`src/rtl/core_pkg.sv`:
```
// Shared definitions for the core back end: load encodings, writeback FSM states, datapath width.
package core_pkg;

    localparam int XLEN = 32;

    localparam logic [2:0] LOAD_B  = 3'd0;
    localparam logic [2:0] LOAD_H  = 3'd1;
    localparam logic [2:0] LOAD_W  = 3'd2;
    localparam logic [2:0] LOAD_BU = 3'd4;
    localparam logic [2:0] LOAD_HU = 3'd5;

    typedef enum logic {
        WB_IDLE      = 1'b0,
        WB_LOAD_WAIT = 1'b1
    } wb_state_t;

endpackage

```
`src/rtl/writeback_stage_load_align.sv`:
```
// Combinational load data extraction: selects byte/half/word from an aligned word and extends it.
module load_align
    import core_pkg::*;
(
    input  logic [XLEN-1:0] i_word,
    input  logic [2:0]      i_funct3,
    input  logic [1:0]      i_addr_lo,
    output logic [XLEN-1:0] o_data
);

    logic [7:0]  w_byte;
    logic [15:0] w_half;

    always_comb begin
        w_byte = i_word[{i_addr_lo, 3'b000} +: 8];
        w_half = i_addr_lo[1] ? i_word[31:16] : i_word[15:0];
        case (i_funct3)
            LOAD_B:  o_data = {{24{w_byte[7]}}, w_byte};
            LOAD_BU: o_data = {24'd0, w_byte};
            LOAD_H:  o_data = {{16{w_half[15]}}, w_half};
            LOAD_HU: o_data = {16'd0, w_half};
            // LW and the reserved encodings all return the full word
            default: o_data = i_word;
        endcase
    end

endmodule

```
`src/rtl/writeback_stage.sv`:
```
// Writeback stage: retires ALU results in one cycle, waits for load data, drives the RF write port.
module writeback_stage
    import core_pkg::*;
#(
    parameter int INSTRET_W = 64
) (
    input  logic                 clk,
    input  logic                 reset,
    input  logic                 ex_valid,
    output logic                 ex_ready,
    input  logic [4:0]           ex_rd,
    input  logic                 ex_is_load,
    input  logic [2:0]           ex_funct3,
    input  logic [1:0]           ex_addr_lo,
    input  logic [XLEN-1:0]      ex_result,
    input  logic                 mem_rsp_valid,
    input  logic [XLEN-1:0]      mem_rsp_data,
    output logic                 write_en_rd,
    output logic [4:0]           write_rd,
    output logic [XLEN-1:0]      write_val,
    output logic [INSTRET_W-1:0] instret,
    output logic                 rsp_unexpected
);

    wb_state_t             r_state;
    wb_state_t             w_state_nxt;
    logic [4:0]            r_ld_rd;
    logic [2:0]            r_ld_funct3;
    logic [1:0]            r_ld_addr_lo;
    logic [XLEN-1:0]       w_ld_data;
    logic                  w_accept;
    logic                  w_retire_alu;
    logic                  w_retire_load;

    load_align u_load_align (
        .i_word    (mem_rsp_data),
        .i_funct3  (r_ld_funct3),
        .i_addr_lo (r_ld_addr_lo),
        .o_data    (w_ld_data)
    );

    assign ex_ready      = (r_state == WB_IDLE);
    assign w_accept      = ex_valid && ex_ready;
    assign w_retire_alu  = w_accept && !ex_is_load;
    assign w_retire_load = (r_state == WB_LOAD_WAIT) && mem_rsp_valid;

    always_comb begin
        w_state_nxt = r_state;
        case (r_state)
            WB_IDLE:      if (w_accept && ex_is_load) w_state_nxt = WB_LOAD_WAIT;
            WB_LOAD_WAIT: if (mem_rsp_valid)          w_state_nxt = WB_IDLE;
            default:      w_state_nxt = WB_IDLE;
        endcase
    end

    always_ff @(posedge clk) begin
        if (!reset) r_state <= WB_IDLE;
        else        r_state <= w_state_nxt;
    end

    // Load context is data only; it is always rewritten before use
    always_ff @(posedge clk) begin
        if (w_accept && ex_is_load) begin
            r_ld_rd      <= ex_rd;
            r_ld_funct3  <= ex_funct3;
            r_ld_addr_lo <= ex_addr_lo;
        end
    end

    always_ff @(posedge clk) begin
        if (!reset) begin
            write_en_rd    <= 1'b0;
            write_rd       <= 5'd0;
            write_val      <= '0;
            instret        <= '0;
            rsp_unexpected <= 1'b0;
        end else begin
            write_en_rd <= 1'b0;
            if (w_retire_alu) begin
                write_en_rd <= (ex_rd != 5'd0);
                write_rd    <= ex_rd;
                write_val   <= ex_result;
                instret     <= instret + {{(INSTRET_W-1){1'b0}}, 1'b1};
            end else if (w_retire_load) begin
                write_en_rd <= (r_ld_rd != 5'd0);
                write_rd    <= r_ld_rd;
                write_val   <= w_ld_data;
                instret     <= instret + {{(INSTRET_W-1){1'b0}}, 1'b1};
            end
            if (mem_rsp_valid && (r_state == WB_IDLE))
                rsp_unexpected <= 1'b1;
        end
    end

endmodule

```
`config.mk`:
```
export PLATFORM = sky130hd
export DESIGN_NAME = writeback_stage
export DESIGN_NICKNAME = d
export VERILOG_FILES = /design/src/rtl/core_pkg.sv /design/src/rtl/writeback_stage_load_align.sv /design/src/rtl/writeback_stage.sv
export SDC_FILE = /design/constraint.sdc
export NUM_CORES = 1
export LEC_CHECK = 0
export CAP_MARGIN = 20
export CORE_MARGIN = 2
export CORE_UTILIZATION = 45
export DETAILED_ROUTE_END_ITERATION = 7
export PLACE_DENSITY = 0.86
export SLEW_MARGIN = 5
export SYNTH_ARGS = -nofsm -noshare
export SYNTH_HDL_FRONTEND = slang
export SYNTH_SLANG_ARGS = --single-unit
```
`constraint.sdc`:
```
create_clock -name clk -period 2.9 [get_ports clk]
set_clock_uncertainty 0.1 [all_clocks]
set_input_delay 0.29 -clock clk [delete_from_list [all_inputs] [get_ports clk]]
set_output_delay 0.29 -clock clk [all_outputs]
set_load 0.005 [all_outputs]
```
# Word-level counts from Yosys, hierarchy flattened

Index checks and enable logic that the tools add are counted.

Register bits after elaboration: 114
Input bits: 79
Output and inout port bits: 104
Logic and storage cells: 38

$add $sub $neg: 1
Equal/unequal tests: 3
Shift operators: 1
Multiplexer cells: 13
Bitwise logic cells: 1
Reduce and logical (&&, ||, !) cells: 10

Operator list:

| kind                  | count |
|---|---|
| $mux 64               | 2 |
| $pmux 32 s4           | 1 |
| $add 64x1->64 const B | 1 |
| $mux 32               | 2 |
| $shiftx 32x6->8       | 1 |
| $mux 16               | 1 |
| $mux 5                | 2 |
| $reduce_bool 5->1     | 2 |
| $eq 3x3->1 const B    | 2 |
| $logic_and 1x1->1     | 5 |
| $mux 1                | 4 |
| $eq 3x1->1 const B    | 1 |
| $logic_not 3->1       | 1 |
| $pmux 1 s2            | 1 |
| $reduce_bool 2->1     | 1 |
| $logic_not 1->1       | 1 |
| $not 1->1             | 1 |

# Longest topological paths before layout

Depth after elaboration: 5
Depth in mapped cells: 8

# Modules after synthesis

A second synthesis with hierarchy kept.

Cells, all modules: 699
Area, all modules: 5914.4 um^2

Modules (own cells, without submodules):

| module          | instances | cells each | area an instance (um^2) | sequential area each (um^2) |
|---|---|---|---|---|
| writeback_stage | 1         | 603        | 5068.6                  | 2382.3 |
| load_align      | 1         | 96         | 845.8                   | 0.0 |

# Worst setup path after synthesis

OpenSTA, ideal clock, no wires.

Kind: flip-flop to flip-flop
Start: register r_ld_addr_lo[1]
End: register write_val[21]
Arrival: 1848 ps
Required time: 2680 ps
Setup slack: 832 ps
Stages on the path, launching flop included: 9
Clock period less this slack: 2068 ps
Path through: edfxtp_1 > buf_2 > mux4_2 > nand2_1 > or2_2 > buf_2 > nor3b_2 > buf_4 > a21oi_1

Word-level cells in the longest chain between the ends: 4
Elaborated cells on any way between the ends: 5
Classes of those cells: shift: 1; mux: 4

RTL lines:

| what                                       | line                                                               | source |
|---|---|---|
| start, declared                            | writeback_stage.sv:29                                              | `logic [1:0] r_ld_addr_lo;` |
| start signal, assigned                     | writeback_stage.sv:66                                              | `r_ld_addr_lo <= ex_addr_lo;` |
| $shiftx 32x6->8 or $mux 16 (tied branches) | writeback_stage_load_align.sv:15, writeback_stage_load_align.sv:16 |  |
| $pmux 32 s4 (*)                            | writeback_stage_load_align.sv:17                                   | `case (i_funct3)` |
| $mux 32 (*)                                | writeback_stage.sv:84                                              | `end else if (w_retire_load) begin` |
| $mux 32 (*)                                | writeback_stage.sv:79                                              | `if (w_retire_alu) begin` |
| end signal, assigned                       | writeback_stage.sv:82                                              | `write_val <= ex_result;` |
| end signal, assigned                       | writeback_stage.sv:87                                              | `write_val <= w_ld_data;` |
| end, declared                              | writeback_stage.sv:20                                              | `output logic [XLEN-1:0] write_val,` |

Every way passes the cells marked *; elsewhere a longest branch is shown, timed or not. The select of a mux whose other input is x is not followed.
A chain may end at the register's enable or synchronous reset.

# Final worst setup path

Start: register instret[8]
End: register instret[36]

Word-level cells in the longest chain between the ends: 3

RTL lines:

| what                   | line                                         | source |
|---|---|---|
| start, declared        | writeback_stage.sv:21                        | `output logic [INSTRET_W-1:0] instret,` |
| start signal, assigned | writeback_stage.sv:83                        | `instret <= instret + {{(INSTRET_W-1){1'b0}}, 1'b1};` |
| start signal, assigned | writeback_stage.sv:88                        | `instret <= instret + {{(INSTRET_W-1){1'b0}}, 1'b1};` |
| $add 64x1->64 (*)      | writeback_stage.sv:83, writeback_stage.sv:88 |  |
| $mux 64                | writeback_stage.sv:84                        |  |
| $mux 64 (*)            | writeback_stage.sv:79                        |  |

Marked as above.

==> impl_results.md <==
- First-pass GRT wire length: 27800 um
- RSZ-0062 raised after global routing: false
- Hpwl dp: 12100 um
- Slowest stage delay, CP: ~580 ps
- 1st-iter DRT viols: 539
- Outcome: completed
- Clk pin slew, worst setup/hold paths: about 50 ps
- Post-synthesis simple-gate area fraction: 0.267
- Seq/Total Area, Yosys: 0.419
- Final period util: 0.887
- Largest family of logic cells by synthesized area: simple AND/OR/NAND/NOR gates
- Initial antenna violation count: 0
- VDD IR max: around 0.34 mV
- Final Net Count: 923
- DRC violations left: 0
- Proportion of layout cells with a drive suffix above 1: 0.0853
- Die width: 116 um
- Max H-tree Level: 4
- Antenna viol nets, final: 0
- Port Buf Inserts: approximately 180
- Buffer depth of the longest clock path: 2
- Total power: slightly above 4000 uW
- # rows: about 40
- Relative slew slack: 0.458
- PwrDens: between 400 and 500 nW/um2
- EDFF count, synth: 10
- GRT Resource Usage Total: 0.263
- Routed wire per std cell: approximately 17 um
- Post-CTS Setup Inserts: 0
- Vias per cell: about 5.7
- TritonCTS Sinks: about 110
- CTS Hold Bufs: 0
- Mapped Nets: around 750
- Leakage: about 0.0029 uW
- Largest net degree at the start of global routing: 48
- Cell area after synthesis: 5680 um2
- CP required: 3140 ps
- Final setup viols: 0
- CP arrival: around 2800 ps
- CP Launch Type: flop
- Vias in the first global route: ~5500
- Clk network pwr share: 0.478
- Hold violation total from the final report: 0
- Syn. warnings: 0
- CTS resizes: 0
- Unique masters post-synth: 60
- Worst hold path class: primary input to flop
- Die Area: 13500 um2
- Pint: between 3000 and 4000 uW
- F_max: 389 MHz
- Synth Area in XOR/XNOR: 0.0416
- Fin crit period: ~2600 ps
- Worst path slowest cell: nor4_4
- CORE AREA: 12500 um2
- Combinational Power Share: 0.110
- Net Sw Power: about 930 uW
- CTS buffer count: 17
- Post-route setup TNS: 0 ps
- Synth Register Bits: roughly 110
- Die height: ~120 um
- Critical Path End Type: flop
- Slew at the pin closest to its max-slew limit: slightly above 800 ps
- CTS tree: built
- Pre-antenna DRT Iters: 5
- CP max FO: 15
- Final number of max-transition violations: 0
- # diodes: 0
- CTS root buffer: clkbuf_16
- Sw Ratio: 0.230
- Clk Latency, worst-skew pair: around 410 ps
- CP Class: flop to flop
- Initial Utilization: 0.456
- CP Cell Sequence: nand4_4, nor4_4, nand3b_2, buf_4, or3_1, a21oi_1
- FFs w/ async S/R, synth: 0
- Fillers: about 1000
- Adder-Cell Fraction of Synth Area: 0.00220
- Area post-placement: approximately 7700 um2
- Post-route cell area: a little over 8000 um2
- Vias: 5892
- Compound-Gate Fraction of Synth Area: 0.205
- Ys flop type: dfxtp_1
- Total of max-cap violations: 0
- Syn Area/Cell: 8.54 um2
- Cell count after synthesis: approximately 670
- Post-Route WL: about 18000 um
- GP Congestion: 0.870
- Cells after DPL: roughly 1000
- Finished Layout Cells: 1028
- Multiplexer share of the synthesized area: 0.0271
- Num ports: around 180
- Flop pwr share: 0.412
- GRT overflow: 0
- Area Overhead vs Synth: 45.4%
[through the flow]
stage | setup slack [ps] | hold slack (ps) | util
2_1_floorplan | 832 | 289 | -
3_3_place_gp | 241 | 343 | 0.618
3_5_place_dp | 169 | 352 | 0.618
4_1_cts | 320 | 318 | 0.662
5_1_grt | 166 | 323 | 0.662
6_report | 328 | 336 | 0.662
[flip-flops by register name, summed over array words and instances (netlist names)]
signal          flops
rsp_unexpected      1
instret            64
write_rd            5
r_ld_addr_lo        2
write_val          32
r_state             1
r_ld_funct3         3
write_en_rd         1
r_ld_rd             5
[cell usage after synthesis, types with 3 or more instances]
cell / n / area (um2)
clkbuf_1: 31 / 116
a22o_1: 5 / 43.8
or2_2: 3 / 18.8
a22oi_1: 5 / 37.5
a21o_1: 3 / 22.5
o31ai_1: 4 / 30.0
and2_1: 5 / 31.3
nor2_1: 50 / 188
nand4_1: 26 / 163
xor2_1: 9 / 78.8
inv_1: 11 / 41.3
o211ai_1: 21 / 158
nor4_1: 9 / 56.3
xnor2_1: 18 / 158
a31oi_1: 3 / 18.8
a31o_2: 5 / 43.8
mux2i_1: 12 / 120
nor3_1: 10 / 50.1
a221oi_1: 9 / 78.8
o221ai_1: 5 / 43.8
and4_1: 10 / 87.6
o21ai_0: 36 / 180
nand2b_1: 6 / 37.5
nand3_1: 23 / 115
a211oi_1: 4 / 30.0
nand2_1: 58 / 218
o22a_1: 4 / 35.0
buf_2: 8 / 40.0
or3_1: 39 / 244
nor2b_1: 3 / 18.8
dfxtp_1: 104 / 2080
and3_1: 8 / 50.1
a21oi_1: 69 / 345
edfxtp_1: 10 / 300
nand3b_1: 3 / 22.5
or4_1: 6 / 45.0
[metal layers]
metal	part of all wire	up-vias	GRT usage	wire (um)
met3	0.072	35	0.0664	1270
met1	0.43	2789	0.344	7590
met2	0.47	219	0.415	8200
li1	-	2849	-	-
met4	0.028	0	0.110	488
met5	0	-	0	0
[cell usage in the layout, fill, tap and decap left out, types with 17 or more instances in the layout]
master,instances
nand3_1,23
a21oi_1,69
o211ai_1,21
buf_4,18
nand4_1,26
nor2_1,50
clkbuf_16,17
xnor2_1,18
clkdlybuf4s50_1,181
o21ai_0,36
nand2_1,58
dfxtp_1,104
or3_1,39
[power by group through the flow]
stage | Combinational (uW) | Clock (uW) | Sequential (uW)
6_report | 448 | 1940 | 1670
2_1_floorplan | 181 | 0 | 1700
5_1_grt | 484 | 2050 | 1680
4_1_cts | 447 | 1980 | 1670
3_5_place_dp | 443 | 0 | 1710
3_3_place_gp | 438 | 0 | 1700
[critical path: cells and delay by family, from the launching register on]
| family | cells | cell delay (ps) |
|---|---|---|
| DFF | 1 | 450 |
| AOI/OAI and AO/OA | 1 | 150 |
| and+or+nand+nor | 4 | 1520 |
| buffers and inverters | 1 | 290 |
[area by class of cell]
class	instances	area (um2)	share of cell area
repair buffers	201	1970	0.239
well taps	172	215	0.0261
flip-flops and latches	114	2380	0.288
clock buffers	22	474	0.0574
multi-input cells	497	3090	0.374
inverters	12	45.0	0.00545
clock inverters	10	83.8	0.0102
[path summary, 6_finish.rpt]
path	from	end	slack (ps)	depth (start not counted)
max	instret[8]	instret[36]	330	6
min	ex_result[9]	write_val[9]	340	3
max reg2reg	instret[8]	instret[36]	330	6
min reg2reg	write_rd[4]	write_rd[4]	350	2
[kinds of logic after synthesis]
group	after synthesis
xor+xnor	27
buf+inv	54
compound gates	183
flops	114
mux	14
fa+ha+maj	1
simple gates	272
Note: power is estimated with default switching activity, not from simulation.
